## config.mk

```make
export PLATFORM = sky130hd
export DESIGN_NAME = stump_sequencer_flat
export DESIGN_NICKNAME = d
export VERILOG_FILES = /design/src/rtl/stump_sequencer_pkg.sv /design/src/rtl/stump_sequencer_if.sv /design/src/rtl/stump_cc_reg.sv /design/src/rtl/stump_sequencer.sv /design/src/flat_wrapper.sv
export SDC_FILE = /design/constraint.sdc
export NUM_CORES = 1
export LEC_CHECK = 0
export BUFFER_PORTS_ARGS = -buffer_cell sky130_fd_sc_hd__buf_2
export CORE_MARGIN = 1.5
export CORE_UTILIZATION = 48
export DETAILED_ROUTE_END_ITERATION = 7
export GPL_ROUTABILITY_DRIVEN = 0
export PLACE_DENSITY = 0.79
export SETUP_SLACK_MARGIN = 0.05
export SYNTH_ARGS = -nofsm -noshare
export SYNTH_HDL_FRONTEND = slang
export SYNTH_HIERARCHICAL = 1
export SYNTH_SLANG_ARGS = --single-unit
```

## constraint.sdc

```tcl
create_clock -name clk -period 1.62 [get_ports clk]
set_input_delay 0.162 -clock clk [delete_from_list [all_inputs] [get_ports clk]]
set_output_delay 0.162 -clock clk [all_outputs]
set_load 0.03 [all_outputs]
```

## src/rtl/stump_sequencer_pkg.sv

```systemverilog
// Shared Stump sequencer definitions: state encodings, LDST opcode, flag payload.
package stump_sequencer_pkg;

    localparam int unsigned DATA_W = 16;
    localparam int unsigned OP_W   = 3;

    typedef enum logic [1:0] {
        FETCH   = 2'b00,
        EXECUTE = 2'b01,
        MEMORY  = 2'b10
    } state_e;

    localparam logic [OP_W-1:0] LDST = 3'b111;

    typedef struct packed {
        logic n;
        logic z;
        logic v;
        logic c;
    } flags_t;

    function automatic logic is_ldst(input logic [DATA_W-1:0] instr);
        return instr[DATA_W-1 -: OP_W] == LDST;
    endfunction

endpackage

```

## src/rtl/stump_sequencer_if.sv

```systemverilog
// Sequencer-side bus: run/memory handshake and flags in, decoder-facing state out.
interface stump_sequencer_if #(parameter int unsigned CNT_W = 16);
    import stump_sequencer_pkg::*;

    logic              run;
    logic              mem_ready;
    logic [DATA_W-1:0] mem_rdata;
    logic              cc_en;
    flags_t            flags_in;
    logic [1:0]        state;
    logic [DATA_W-1:0] ir;
    flags_t            cc;
    logic [CNT_W-1:0]  instr_count;
    logic              busy;

    modport master (
        input  run, mem_ready, mem_rdata, cc_en, flags_in,
        output state, ir, cc, instr_count, busy
    );

    modport slave (
        output run, mem_ready, mem_rdata, cc_en, flags_in,
        input  state, ir, cc, instr_count, busy
    );

endinterface

```

## src/rtl/stump_cc_reg.sv

```systemverilog
// Condition-code register: loads the ALU flags when enabled, otherwise holds.
module stump_cc_reg
    import stump_sequencer_pkg::*;
(
    input  logic   clk,
    input  logic   rst,
    input  logic   en,
    input  flags_t d,
    output flags_t q
);

    flags_t cc_q, cc_d;

    always_comb begin
        cc_d = cc_q;
        if (en) cc_d = d;
    end

    always_ff @(posedge clk or posedge rst) begin
        if (rst) cc_q <= '0;
        else     cc_q <= cc_d;
    end

    assign q = cc_q;

endmodule

```

## src/rtl/stump_sequencer.sv

```systemverilog
// Stump fetch/execute/memory sequencer: owns state, instruction register,
// condition codes and the retired-instruction counter.
module stump_sequencer
    import stump_sequencer_pkg::*;
#(
    parameter int unsigned CNT_W = 16
) (
    input logic               clk,
    input logic               rst,
    stump_sequencer_if.master bus
);

    state_e            state_q, state_d;
    logic [DATA_W-1:0] ir_q, ir_d;
    logic [CNT_W-1:0]  count_q, count_d;
    logic              cc_en_c;

    always_ff @(posedge clk or posedge rst) begin
        if (rst) begin
            state_q <= FETCH;
            ir_q    <= '0;
            count_q <= '0;
        end else begin
            state_q <= state_d;
            ir_q    <= ir_d;
            count_q <= count_d;
        end
    end

    always_comb begin
        state_d = state_q;
        ir_d    = ir_q;
        count_d = count_q;
        cc_en_c = 1'b0;
        case (state_q)
            FETCH: begin
                if (bus.run && bus.mem_ready) begin
                    ir_d    = bus.mem_rdata;
                    state_d = EXECUTE;
                end
            end
            EXECUTE: begin
                // Flag writes are only honoured here, so cc_en elsewhere is don't-care.
                cc_en_c = bus.cc_en;
                if (is_ldst(ir_q)) begin
                    state_d = MEMORY;
                end else begin
                    state_d = FETCH;
                    count_d = count_q + CNT_W'(1);
                end
            end
            MEMORY: begin
                if (bus.mem_ready) begin
                    state_d = FETCH;
                    count_d = count_q + CNT_W'(1);
                end
            end
            default: state_d = FETCH;
        endcase
    end

    stump_cc_reg u_cc_reg (
        .clk (clk),
        .rst (rst),
        .en  (cc_en_c),
        .d   (bus.flags_in),
        .q   (bus.cc)
    );

    assign bus.state       = 2'(state_q);
    assign bus.ir          = ir_q;
    assign bus.instr_count = count_q;
    assign bus.busy        = (state_q != FETCH) || bus.run;

endmodule

```

## src/flat_wrapper.sv

```systemverilog
// flat-port wrapper written by rule: the top's interface ports become plain ports
module stump_sequencer_flat import stump_sequencer_pkg::*;
#(
    parameter int unsigned CNT_W = 16
)
  (clk, rst, bus_run, bus_mem_ready, bus_mem_rdata, bus_cc_en, bus_flags_in, bus_state, bus_ir, bus_cc, bus_instr_count, bus_busy);
  stump_sequencer_if #(.CNT_W(CNT_W)) bus_i ();
  input logic clk;
  input logic rst;
  input wire logic [$bits(bus_i.run)-1:0] bus_run;
  input wire logic [$bits(bus_i.mem_ready)-1:0] bus_mem_ready;
  input wire logic [$bits(bus_i.mem_rdata)-1:0] bus_mem_rdata;
  input wire logic [$bits(bus_i.cc_en)-1:0] bus_cc_en;
  input wire logic [$bits(bus_i.flags_in)-1:0] bus_flags_in;
  output wire logic [$bits(bus_i.state)-1:0] bus_state;
  output wire logic [$bits(bus_i.ir)-1:0] bus_ir;
  output wire logic [$bits(bus_i.cc)-1:0] bus_cc;
  output wire logic [$bits(bus_i.instr_count)-1:0] bus_instr_count;
  output wire logic [$bits(bus_i.busy)-1:0] bus_busy;
  assign bus_i.run = bus_run;
  assign bus_i.mem_ready = bus_mem_ready;
  assign bus_i.mem_rdata = bus_mem_rdata;
  assign bus_i.cc_en = bus_cc_en;
  assign bus_i.flags_in = bus_flags_in;
  assign bus_state = bus_i.state;
  assign bus_ir = bus_i.ir;
  assign bus_cc = bus_i.cc;
  assign bus_instr_count = bus_i.instr_count;
  assign bus_busy = bus_i.busy;
  stump_sequencer #(.CNT_W(CNT_W)) u_core (.clk(clk), .rst(rst), .bus(bus_i));
endmodule
```

==> impl_metrics.ini <==
[cts]
numCtsBuffers = 5
clk_latency_ns = 0.34
cts_tree = built
h-tree-depth = 2
cts_sinks = 38
path_clk_slew_ns = 0.11
clockBufferDepth = 2
ctsRootBufferMaster = clkbuf_4

[power_and_ir_drop]
p_int_uw = 1860
power_density_nw_per_um2 = 1300
leakage_uw = 0.00117
p_sw_frac = 0.358
power_frac_comb = 0.337
ir_drop_mv = 0.757
p_clk_frac = 0.226
switchingPower_uw = 1030
seqPwrFrac = 0.437

[critical_path]
worst_setup_path_start_kind = register
crit_type = register to register
critPathSlowestCell = dfrtp_2
path_buf_inv = 1
arrival_ns = 1.78
cp-end-kind = register
worst_r2r_path_depth = 5
critical_path.cell_chain = and2b_2 > a22oi_2 > buf_6 > nor4_2 > xor2_1
critPathMaxStageDelay_ns = 0.46
path_delay_family = simple AND/OR/NAND/NOR gates
worst-path-max-fanout = 11
cp.depth = 5
cp.required_ns = 1.88

[synth]
synth_area_leader_cell = dfrtp_1
yosysUniqueCellTypes = 25
synth-warning-count = 6
async_flop_share = 1.00
synth_top_area_share = 0.578
netlist_area_sq_um = 1640
yosysMostFrequentCell = dfrtp_1
ys.flop_type = dfrtp_1
postSynthCellCount = 117
ys_ff_latch = 38
synth_common_cells = dfrtp_1, mux2_2, nand2_1, xor2_1, xnor2_1
syn_avg_cell_area_sq_um = 14.1
synth_nets = 143
yosysSeqAreaShare = 0.578
synth-edff-count = 0
netlist_top_cells_area = dfrtp_1, mux2_2, xor2_1, xnor2_1, nor4_2

[timing]
hold_viol = 0
rsz0062_at_grt = true
finalCritPeriodShare = 0.941
setup_tns_ns = 0
fmax_mhz = 656
setup_viol = 0
finClkSkew_ns = 0.0111
worst_pin_slew_ns = 0.316
drv_slew = 0
slew_headroom = 0.789
min_period_ns = 1.52

[run]
drv_cap = 0

[detailed_routing]
vias_per_cell = 5.08
num_vias = 1224
drt.antenna.violating_nets = 0
drt_wl_total_um = 3320
avgRoutedWirePerCell_um = 13.8
first_iter_violations = 32
first_pass_iters = 4
drcViolationCount = 0

[global_routing]
grt_first_pass_wirelength_um = 5060
antenna_found_initial = 0
grt_pass1_vias = 1156
grt_overflow = 0
grt_max_degree = 19
track_usage = 0.186

[worst_hold_path]
hold_depth = 2
worstHoldPathType = primary input to register

[floorplanning]
die_w_um = 61.5
die_area_sq_um = 3790
io_pins = 64
dieHeight_um = 61.5
num_rows = 21
core_area_sq_um = 3310
start_util = 0.497

[finish]
nFillCells = 276
nNetsFinal = 221
instances_no_fill = 241
drive_gt1_frac = 0.579
final-seq-area_sq_um = 952
multiInputGateArea_sq_um = 703
antennaDiodeCount = 0
syn2layout_area_growth_pct = 35.1

[placement]
io_buffers = 63
dpl.hpwl_um = 2430
dp_cells = 229

[run_status]
status = finished, final reports clean
layout make-up:
cell class                 count  share of cell area
timing repair buffer          73               0.189
inverter                       2             0.00338
sequential                    38               0.429
clock buffer                   6              0.0231
tap                           46              0.0259
multi-input combinational     75               0.317
clock inverter                 1              0.0135
metrics by stage:
stage               total power (uW)  cell area [sq um]  setup slack [ns]   util  hold slack [ns]
finish                          2890               2220            0.0956  0.671           0.0491
detailed placement              2190               2050             0.109  0.619           0.0658
global route                    3050               2220            0.0495  0.671           0.0204
global placement                2160               2050             0.207  0.619           0.0501
floorplan                       1900               1650            0.0453      -          -0.0719
CTS                             2870               2160            0.0558  0.654           0.0308
metal layers:
layer,GRT usage,share of wire,vias to the layer above
met5,0,0,-
met4,0.0669,0.0087,0
met3,0.0672,0.055,5
met2,0.323,0.54,41
met1,0.211,0.40,608
li1,-,-,570
kinds of logic (layout without fill, tap and decap cells):
kind of cell	after synthesis	in the layout	synth area share
and+or+nand+nor	36	36	0.160
xor gates and xnor gates	15	15	0.0799
muxes	20	20	0.137
DFF	38	38	0.578
AOI/OAI and AO/OA	3	3	0.0190
buffers and inverters	4	82	0.0183
adders and majority gates	1	1	0.00761
sequential cells by signal, indices dropped and copies added, names as in the netlist:
name / flops
u_core/u_cc_reg/q: 4
u_core/bus.instr_count: 16
u_core/bus.ir: 16
u_core/bus.state: 2
what timing repair did:
| action | CTS | global route |
|---|---|---|
| hold buffers | 1 | 0 |
| pin swaps | 0 | 3 |
| gates resized for setup | 4 | 7 |
| endpoints found under the hold margin | 38 | 0 |
| endpoints found under the setup margin | 1 | 10 |
| setup buffers | 1 | 3 |
path summary, 6_finish.rpt:
path	startpoint	to	slack [ns]
worst max-delay path	u_core/bus.state[0]	u_core/bus.instr_count[12]	0.1
worst min-delay path	bus_mem_rdata[8]	u_core/bus.ir[8]	0.05
worst max register to register	u_core/bus.state[0]	u_core/bus.instr_count[12]	0.1
worst min register to register	u_core/bus.instr_count[15]	u_core/bus.instr_count[15]	0.47
max in group asynchronous	rst	u_core/bus.state[0]	0.99
min in group asynchronous	rst	u_core/u_cc_reg/q[1]	0.25
cells in the final DEF (no fill, tap or decap), types with 2 or more instances in the layout:
master and instances:
nand3_1 5, xnor2_1 6, nor4_4 3, mux2_2 20, and2b_2 2, buf_6 3, xor2_1 9, inv_1 2
nor4b_2 2, nor3_1 2, buf_2 62, buf_4 6, dfrtp_1 37, clkbuf_4 5, nand2_1 9, nand4_1 4
power groups by stage:
stage | clock network, uW | logic, uW | registers (uW)
after floorplan | 0 | 270 | 1630
after global placement | 0 | 883 | 1280
after detailed placement | 0 | 898 | 1300
after CTS | 677 | 910 | 1280
after global routing | 719 | 1050 | 1290
final | 654 | 973 | 1260
Power figures use the tool's default switching activity.
